**src/rtl/instr_fetch_seq.sv**
```systemverilog
// Instruction fetch/sequencing: owns the PC, fetches over a req/ack handshake,
// holds each instruction for the datapath. Optional J support under IFU_JUMP_EN.
module instr_fetch_seq #(
  parameter int unsigned       PC_W     = 32,
  parameter logic [PC_W-1:0]   RESET_PC = '0
) (
  input  logic             clk,
  input  logic             reset,
  output logic             imem_req,
  output logic [PC_W-1:0]  imem_addr,
  input  logic             imem_ack,
  input  logic [31:0]      imem_rdata,
  input  logic             stall,
  input  logic             branch,
  input  logic             zero,
  output logic             instr_valid,
  output logic [5:0]       opCode,
  output logic [4:0]       rs,
  output logic [4:0]       rt,
  output logic [4:0]       rd,
  output logic [4:0]       shamt,
  output logic [5:0]       funct,
  output logic [31:0]      imm_sext,
  output logic [PC_W-1:0]  pc,
  output logic [PC_W-1:0]  pc_plus4
`ifdef IFU_JUMP_EN
  ,
  output logic             jump_taken
`endif
);

  typedef enum logic [1:0] {IDLE, FETCH, HOLD} state_t;

  state_t          state, state_nxt;
  logic [31:0]     ir;
  logic [PC_W-1:0] pc_q;
  logic [PC_W-1:0] pc_nxt;
  logic [PC_W-1:0] br_off;
  logic            advance;

  assign imem_addr = pc_q;
  assign pc        = pc_q;
  assign pc_plus4  = pc_q + PC_W'(4);

  assign opCode   = ir[31:26];
  assign rs       = ir[25:21];
  assign rt       = ir[20:16];
  assign rd       = ir[15:11];
  assign shamt    = ir[10:6];
  assign funct    = ir[5:0];
  assign imm_sext = {{16{ir[15]}}, ir[15:0]};

  // Branch offset sign-extended to the PC width so wrap is modulo 2^PC_W.
  assign br_off = PC_W'($signed(imm_sext)) << 2;

`ifdef IFU_JUMP_EN
  logic is_jump;
  assign is_jump    = (ir[31:26] == 6'b000010);
  assign jump_taken = advance && is_jump;
`endif

  always_comb begin
    pc_nxt = pc_plus4;
`ifdef IFU_JUMP_EN
    if (is_jump)
      pc_nxt = {pc_plus4[PC_W-1:28], ir[25:0], 2'b00};
    else
`endif
    if (branch && zero)
      pc_nxt = pc_plus4 + br_off;
  end

  always_comb begin
    state_nxt   = state;
    imem_req    = 1'b0;
    instr_valid = 1'b0;
    advance     = 1'b0;
    case (state)
      IDLE: state_nxt = FETCH;
      FETCH: begin
        imem_req = 1'b1;
        if (imem_ack) state_nxt = HOLD;
      end
      HOLD: begin
        instr_valid = 1'b1;
        if (!stall) begin
          advance   = !reset;
          state_nxt = FETCH;
        end
      end
      default: state_nxt = IDLE;
    endcase
  end

  always_ff @(posedge clk) begin
    if (reset) begin
      state <= IDLE;
      pc_q  <= RESET_PC;
      ir    <= '0;
    end else begin
      state <= state_nxt;
      if (state == FETCH && imem_ack) ir <= imem_rdata;
      if (advance) pc_q <= {pc_nxt[PC_W-1:2], 2'b00};
    end
  end

endmodule

```
**config.mk**
```make
export PLATFORM = sky130hd
export DESIGN_NAME = instr_fetch_seq
export DESIGN_NICKNAME = d
export VERILOG_FILES = /design/src/rtl/instr_fetch_seq.sv
export SDC_FILE = /design/constraint.sdc
export NUM_CORES = 1
export LEC_CHECK = 0
export ABC_AREA = 1
export BUFFER_PORTS_ARGS = -buffer_cell sky130_fd_sc_hd__buf_4
export CAP_MARGIN = 10
export CORE_MARGIN = 1.5
export CORE_UTILIZATION = 47
export DETAILED_ROUTE_END_ITERATION = 16
export PLACE_DENSITY = 0.78
export SYNTH_ARGS = -nofsm -noshare
export SYNTH_HDL_FRONTEND = slang
export SYNTH_SLANG_ARGS = --single-unit
export TNS_END_PERCENT = 5
```
**constraint.sdc**
```tcl
create_clock -name clk -period 2.5 [get_ports clk]
set_input_delay 0.625 -clock clk [delete_from_list [all_inputs] [get_ports clk]]
set_output_delay 0.625 -clock clk [all_outputs]
set_load 0.01 [all_outputs]
```
# Word-level counts from Yosys, hierarchy flattened
# Index checks and enable logic that the tools add are counted.
# op_classes
n_reduce_logical,5
eq_ne,4
n_mux,8
add_sub_neg,2
# ops
operator,count
32-bit by 3-bit adder with 32-bit output (second input constant),1
32-bit adder,1
32-bit two-way mux,1
2-bit one-hot mux with 3 select lines,1
1-bit two-way mux,4
2-bit two-way mux,2
2-bit != test (second input constant),2
2-bit by 1-bit equality test with 1-bit output (second input constant),1
2-bit equality test (second input constant),1
1-bit logical AND,2
2-bit logical NOT,1
2-bit AND reduction,1
1-bit logical NOT,1
# totals
reg_bits,64
word_cells,22
out_inout_bits,162
input_bits,38

# Longest topological paths before layout
# depth
ltp_word,3
depth_mapped,25

# Worst setup path before layout
# Ideal clock, no wire load.
# synth_timing
kind,register to register
startpoint,register pc_q[2] (netlist: imem_addr[2])
endpoint,register pc_q[27] (netlist: imem_addr[27])
t_arrival_ns,2.714
setup_slack_ns,-0.331
period_less_slack_ns,2.831
setup_time_ns,0.117
required_ns,2.383
path_stages_with_launch,19
cell_sequence,dfxtp_1 ha_1 nand2_1 inv_1 nand3_1 nor2_2 nand2_1 nor2_1 xor2_1 inv_1 ha_1 nand2_1 nor2_1 nand2_1 or2_2 nand3_1 nand2_1 nand3_1 a21oi_1
# synth_via
elab_chain_len,3
# synth_lines
item,line,rtl
from (decl),36,logic [PC_W-1:0] pc_q;
from (signal assigned),103,"if (advance) pc_q <= {pc_nxt[PC_W-1:2], 2'b00};"
32-bit by 3-bit adder with 32-bit output,43,assign pc_plus4 = pc_q + PC_W'(4);
named net pc_plus4[20],25,output logic [PC_W-1:0] pc_plus4
32-bit adder,70,pc_nxt = pc_plus4 + br_off;
32-bit two-way mux,69,if (branch && zero)
# The timed path passes the listed nets, and every way through them passes these cells.
# A chain may end at the register's enable or synchronous reset.

# Final worst setup path
# layout_timing
startpoint,register pc_q[3] (netlist: imem_addr[3])
endpoint,register pc_q[31] (netlist: imem_addr[31])
# layout_via
elab_chain_len,3
# layout_lines
item,line
32-bit by 3-bit adder with 32-bit output *,43
32-bit adder,70
32-bit two-way mux *,69
# Every way passes the cells marked *; elsewhere a longest branch is shown, timed or not.

==> flow_results.xml <==
<?xml version="1.0" encoding="UTF-8"?>
<metrics>
  <group name="status">
    <metric name="run_status" unit="">complete, but fails checks</metric>
    <metric name="failing_checks" unit="">negative setup slack</metric>
  </group>
  <group name="placement">
    <metric name="gp_congestion" unit="">0.9630</metric>
    <metric name="portBuffers" unit="">193</metric>
    <metric name="worst_case_setup_slack_after_placement" unit="ps">-517.9</metric>
    <metric name="dp_hpwl" unit="microns">17160</metric>
  </group>
  <group name="min_path">
    <metric name="min-delay-path-class" unit="">register to register</metric>
  </group>
  <group name="grt">
    <metric name="globalRouteTotalUtil" unit="%">34.37</metric>
    <metric name="pin_count_of_the_biggest_net_entering_global_routing" unit="">41</metric>
    <metric name="first_global_vias" unit="">7521</metric>
    <metric name="grt_pass1_wl" unit="microns">36000</metric>
    <metric name="globalRoute.totalOverflow" unit="">0</metric>
    <metric name="number_of_antenna_violations_at_the_first_check_in_global_routing" unit="">0</metric>
  </group>
  <group name="critical_path">
    <metric name="setup.worst_path.start_class" unit="">register</metric>
    <metric name="crit_path_max_fanout" unit="">4</metric>
    <metric name="cp.required" unit="ps">2790</metric>
    <metric name="timing.critical_path.to_type" unit="">register</metric>
    <metric name="crit_arrival" unit="ps">3180</metric>
    <metric name="critPathKind" unit="">register to register</metric>
  </group>
  <group name="yosys">
    <metric name="yosysUniqueCellTypes" unit="">45</metric>
    <metric name="synth_seq_area_share" unit="%">21.37</metric>
    <metric name="synth_area_per_cell" unit="sq um">6.098</metric>
    <metric name="synth_warnings" unit="">0</metric>
    <metric name="netlist_instances" unit="">983</metric>
    <metric name="syn-cell-area" unit="sq um">5994</metric>
    <metric name="synth.ff_latch_count" unit="">64</metric>
  </group>
  <group name="clocking">
    <metric name="tritoncts" unit="">built</metric>
    <metric name="clk_pin_slew_worst_setup_hold_paths" unit="ps">50</metric>
    <metric name="root_buffer" unit="">sky130_fd_sc_hd__clkbuf_16</metric>
    <metric name="cts_made_buffers" unit="">9</metric>
    <metric name="clock_insertion_delay_at_the_later_pin_of_the_skew_report" unit="ps">350</metric>
    <metric name="tritoncts_num_sinks" unit="">64</metric>
    <metric name="clockBufferDepth" unit="">2</metric>
    <metric name="cts.htree.levels" unit="">3</metric>
    <metric name="cts_hold_repair.buffers" unit="">0</metric>
  </group>
  <group name="final_layout">
    <metric name="fillers" unit="">865</metric>
    <metric name="fraction_of_final_layout_cells_sized_beyond_drive_strength_1" unit="%">50.04</metric>
    <metric name="final_nets" unit="">1373</metric>
    <metric name="final_util" unit="%">79.95</metric>
    <metric name="antenna_cells_inserted" unit="">0</metric>
    <metric name="syn_to_final_growth" unit="%">66.94</metric>
  </group>
  <group name="sta">
    <metric name="post-route-worst-setup-slack" unit="ps">-396.2</metric>
    <metric name="setup_viol" unit="">41</metric>
    <metric name="total_count_of_hold_check_failures_in_the_final_report" unit="">0</metric>
    <metric name="grt_setup_unrepaired" unit="">yes</metric>
    <metric name="final_min_period_over_clock_period" unit="%">115.8</metric>
    <metric name="finClkSkew" unit="ps">9.431</metric>
    <metric name="slew_viol_final" unit="">0</metric>
    <metric name="fmaxAchievable" unit="MHz">345.3</metric>
    <metric name="finalWorstPathRequiredPeriod" unit="ps">2896</metric>
  </group>
  <group name="detailed_routing">
    <metric name="postRouteWirelength" unit="microns">25240</metric>
    <metric name="dr.pass1.iters" unit="">9</metric>
    <metric name="residual_antenna_violating_net_count_after_detailed_routing" unit="">0</metric>
    <metric name="drc" unit="">0</metric>
    <metric name="wl_per_cell" unit="microns">17.14</metric>
    <metric name="drt_iter0_markers" unit="">778</metric>
    <metric name="avgViaCountPerCell" unit="">5.532</metric>
    <metric name="detailroute.via_count" unit="">8148</metric>
  </group>
  <group name="floorplan">
    <metric name="core_area" unit="sq um">12520</metric>
    <metric name="floorplan.die_area" unit="sq um">13440</metric>
    <metric name="io_pins" unit="">200</metric>
    <metric name="dieWidth" unit="microns">115.9</metric>
    <metric name="fp-row-count" unit="">41</metric>
    <metric name="start_util" unit="%">47.89</metric>
    <metric name="floorplan.die.height" unit="microns">115.9</metric>
  </group>
  <group name="run">
    <metric name="drv_cap" unit="">0</metric>
  </group>
  <group name="power_and_ir_drop">
    <metric name="worst_ir_drop_vdd" unit="uV">358.8</metric>
    <metric name="power_density" unit="nW/um^2">318.2</metric>
    <metric name="p_leak" unit="nW">4.922</metric>
  </group>
</metrics>
[path summary, 6_finish.rpt]
path                 from       endpoint  slack [ps]  cells past startpoint
max          imem_addr[3]  imem_addr[31]        -400                     20
min                ir[19]         ir[19]         460                      2
max reg2reg  imem_addr[3]  imem_addr[31]        -400                     20
min reg2reg        ir[19]         ir[19]         460                      2
[where the power goes]
part	internal [mW]	switching, mW	leakage, nW
clock network	0.885	0.493	0.154
registers	1.05	0.0390	0.531
logic	0.342	0.371	4.24
total	2.28	0.904	4.92
[timing repair]
item                                   4_1_cts  5_1_grt
buffers inserted                            13        5
setup endpoints to repair                   43       45
pin swaps                                   53       59
resized for setup                          129       99
cloned                                       0        0
endpoints found under the hold margin        0        0
[per-layer routing]
layer	track usage, %	vias up	part of all wire [%]
met3	5.178	111	8.6
met4	18.62	0	5.6
met5	0	-	0
met1	40.33	3768	38
li1	-	3754	-
met2	60.20	515	48
[registers in the layout, summed over array words and instances, names as in the netlist]
register   count
imem_addr     30
state          2
ir            32
[through the flow]
step	hold slack [ps]	setup TNS [ps]	cell area (sq um)	total power, mW	instances
CTS	461.0	-4310	9580	3.139	1468
finish	459.6	-8768	10010	3.184	1473
floorplan	485.8	-228.2	6208	1.460	988
global placement	448.4	-7042	8653	1.730	1441
detailed placement	454.0	-8238	8653	1.743	1441
global route	476.2	-12870	10010	3.278	1473
[worst max-delay path: stages (launching register included)]
cell                      delay (ps)
sky130_fd_sc_hd__dfxtp_4         370
sky130_fd_sc_hd__ha_4            150
sky130_fd_sc_hd__nand2_4          70
sky130_fd_sc_hd__nor2_4          170
sky130_fd_sc_hd__buf_6           130
sky130_fd_sc_hd__nand4_1         160
sky130_fd_sc_hd__or2_1           290
sky130_fd_sc_hd__and2_4          180
sky130_fd_sc_hd__ha_4            300
sky130_fd_sc_hd__nand2_4          80
sky130_fd_sc_hd__nor2_4          130
sky130_fd_sc_hd__nand2_1          90
sky130_fd_sc_hd__nand2_2          90
sky130_fd_sc_hd__nand2_1          70
sky130_fd_sc_hd__nand2_2          90
sky130_fd_sc_hd__inv_1            50
sky130_fd_sc_hd__nand2_2          70
sky130_fd_sc_hd__nand2_1          70
sky130_fd_sc_hd__nand3_1         100
sky130_fd_sc_hd__nand2_1          70
sky130_fd_sc_hd__a21oi_2         100
[cell type report]
| type | count | area [sq um] | share of cell area (%) |
|---|---|---|---|
| multi-input combinational | 723 | 4722 | 47.19 |
| timing repair buffer | 394 | 3040 | 30.38 |
| sequential | 64 | 1315 | 13.14 |
| inverter | 106 | 405.4 | 4.051 |
| clock buffer | 10 | 239.0 | 2.388 |
| tap | 172 | 215.2 | 2.151 |
| clock inverter | 4 | 70.07 | 0.7002 |
[synthesized netlist by cell type, drive strengths merged]
library cell,n,share of area [%]
ha,36,7.5
a31oi,8,0.83
o31ai,3,0.38
nand3,94,7.9
dfxtp,64,21
and2,6,0.67
conb,1,0.063
a21oi,96,8.1
o32ai,1,0.15
nor2,93,6.5
a31o,1,0.15
nand3b,4,0.50
o21bai,6,0.75
xor2,14,2.0
o21ai,39,3.3
fa,1,0.33
o211ai,2,0.25
nand4,13,1.4
nand2,269,17
clkinv,1,0.063
clkbuf,24,1.5
nor3,10,1.0
nor4,2,0.46
buf,71,8.8
a21o,4,0.50
xnor2,3,0.44
inv,105,6.6
o21a,1,0.13
or2,11,1.1
[layout by cell type (no fill, tap or decap), types with 4 or more instances in the layout]
| cell type | n |
|---|---|
| sky130_fd_sc_hd__nand2_4 | 10 |
| sky130_fd_sc_hd__dfxtp_2 | 18 |
| sky130_fd_sc_hd__a31oi_1 | 7 |
| sky130_fd_sc_hd__nor2_1 | 42 |
| sky130_fd_sc_hd__nand2_1 | 215 |
| sky130_fd_sc_hd__nand2_2 | 44 |
| sky130_fd_sc_hd__xor2_1 | 8 |
| sky130_fd_sc_hd__nand3b_1 | 4 |
| sky130_fd_sc_hd__conb_1 | 6 |
| sky130_fd_sc_hd__buf_4 | 379 |
| sky130_fd_sc_hd__a21oi_2 | 21 |
| sky130_fd_sc_hd__buf_6 | 12 |
| sky130_fd_sc_hd__nand3_2 | 9 |
| sky130_fd_sc_hd__or2_2 | 6 |
| sky130_fd_sc_hd__a21oi_1 | 73 |
| sky130_fd_sc_hd__inv_2 | 19 |
| sky130_fd_sc_hd__nor2_4 | 18 |
| sky130_fd_sc_hd__clkbuf_16 | 9 |
| sky130_fd_sc_hd__nand4_1 | 13 |
| sky130_fd_sc_hd__xor2_2 | 5 |
| sky130_fd_sc_hd__inv_1 | 83 |
| sky130_fd_sc_hd__dfxtp_1 | 43 |
| sky130_fd_sc_hd__nor3_2 | 5 |
| sky130_fd_sc_hd__o21ai_0 | 24 |
| sky130_fd_sc_hd__nor2_2 | 32 |
| sky130_fd_sc_hd__o21ai_1 | 12 |
| sky130_fd_sc_hd__nand3_1 | 83 |
| sky130_fd_sc_hd__a21o_1 | 4 |
| sky130_fd_sc_hd__ha_4 | 23 |
| sky130_fd_sc_hd__ha_1 | 13 |
[cells by family (layout without fill, tap and decap cells)]
kind of cell	Yosys count	after routing	share of synthesized area (%)
and+or+nand+nor	502	502	36.71
other	1	6	0.06256
adders and majority gates	37	37	7.848
buffers and inverters	201	514	16.99
AOI/OAI and AO/OA	161	161	14.53
DFF	64	64	21.37
xor gates and xnor gates	17	17	2.484
No activity file was read; power rests on OpenSTA's default activity.
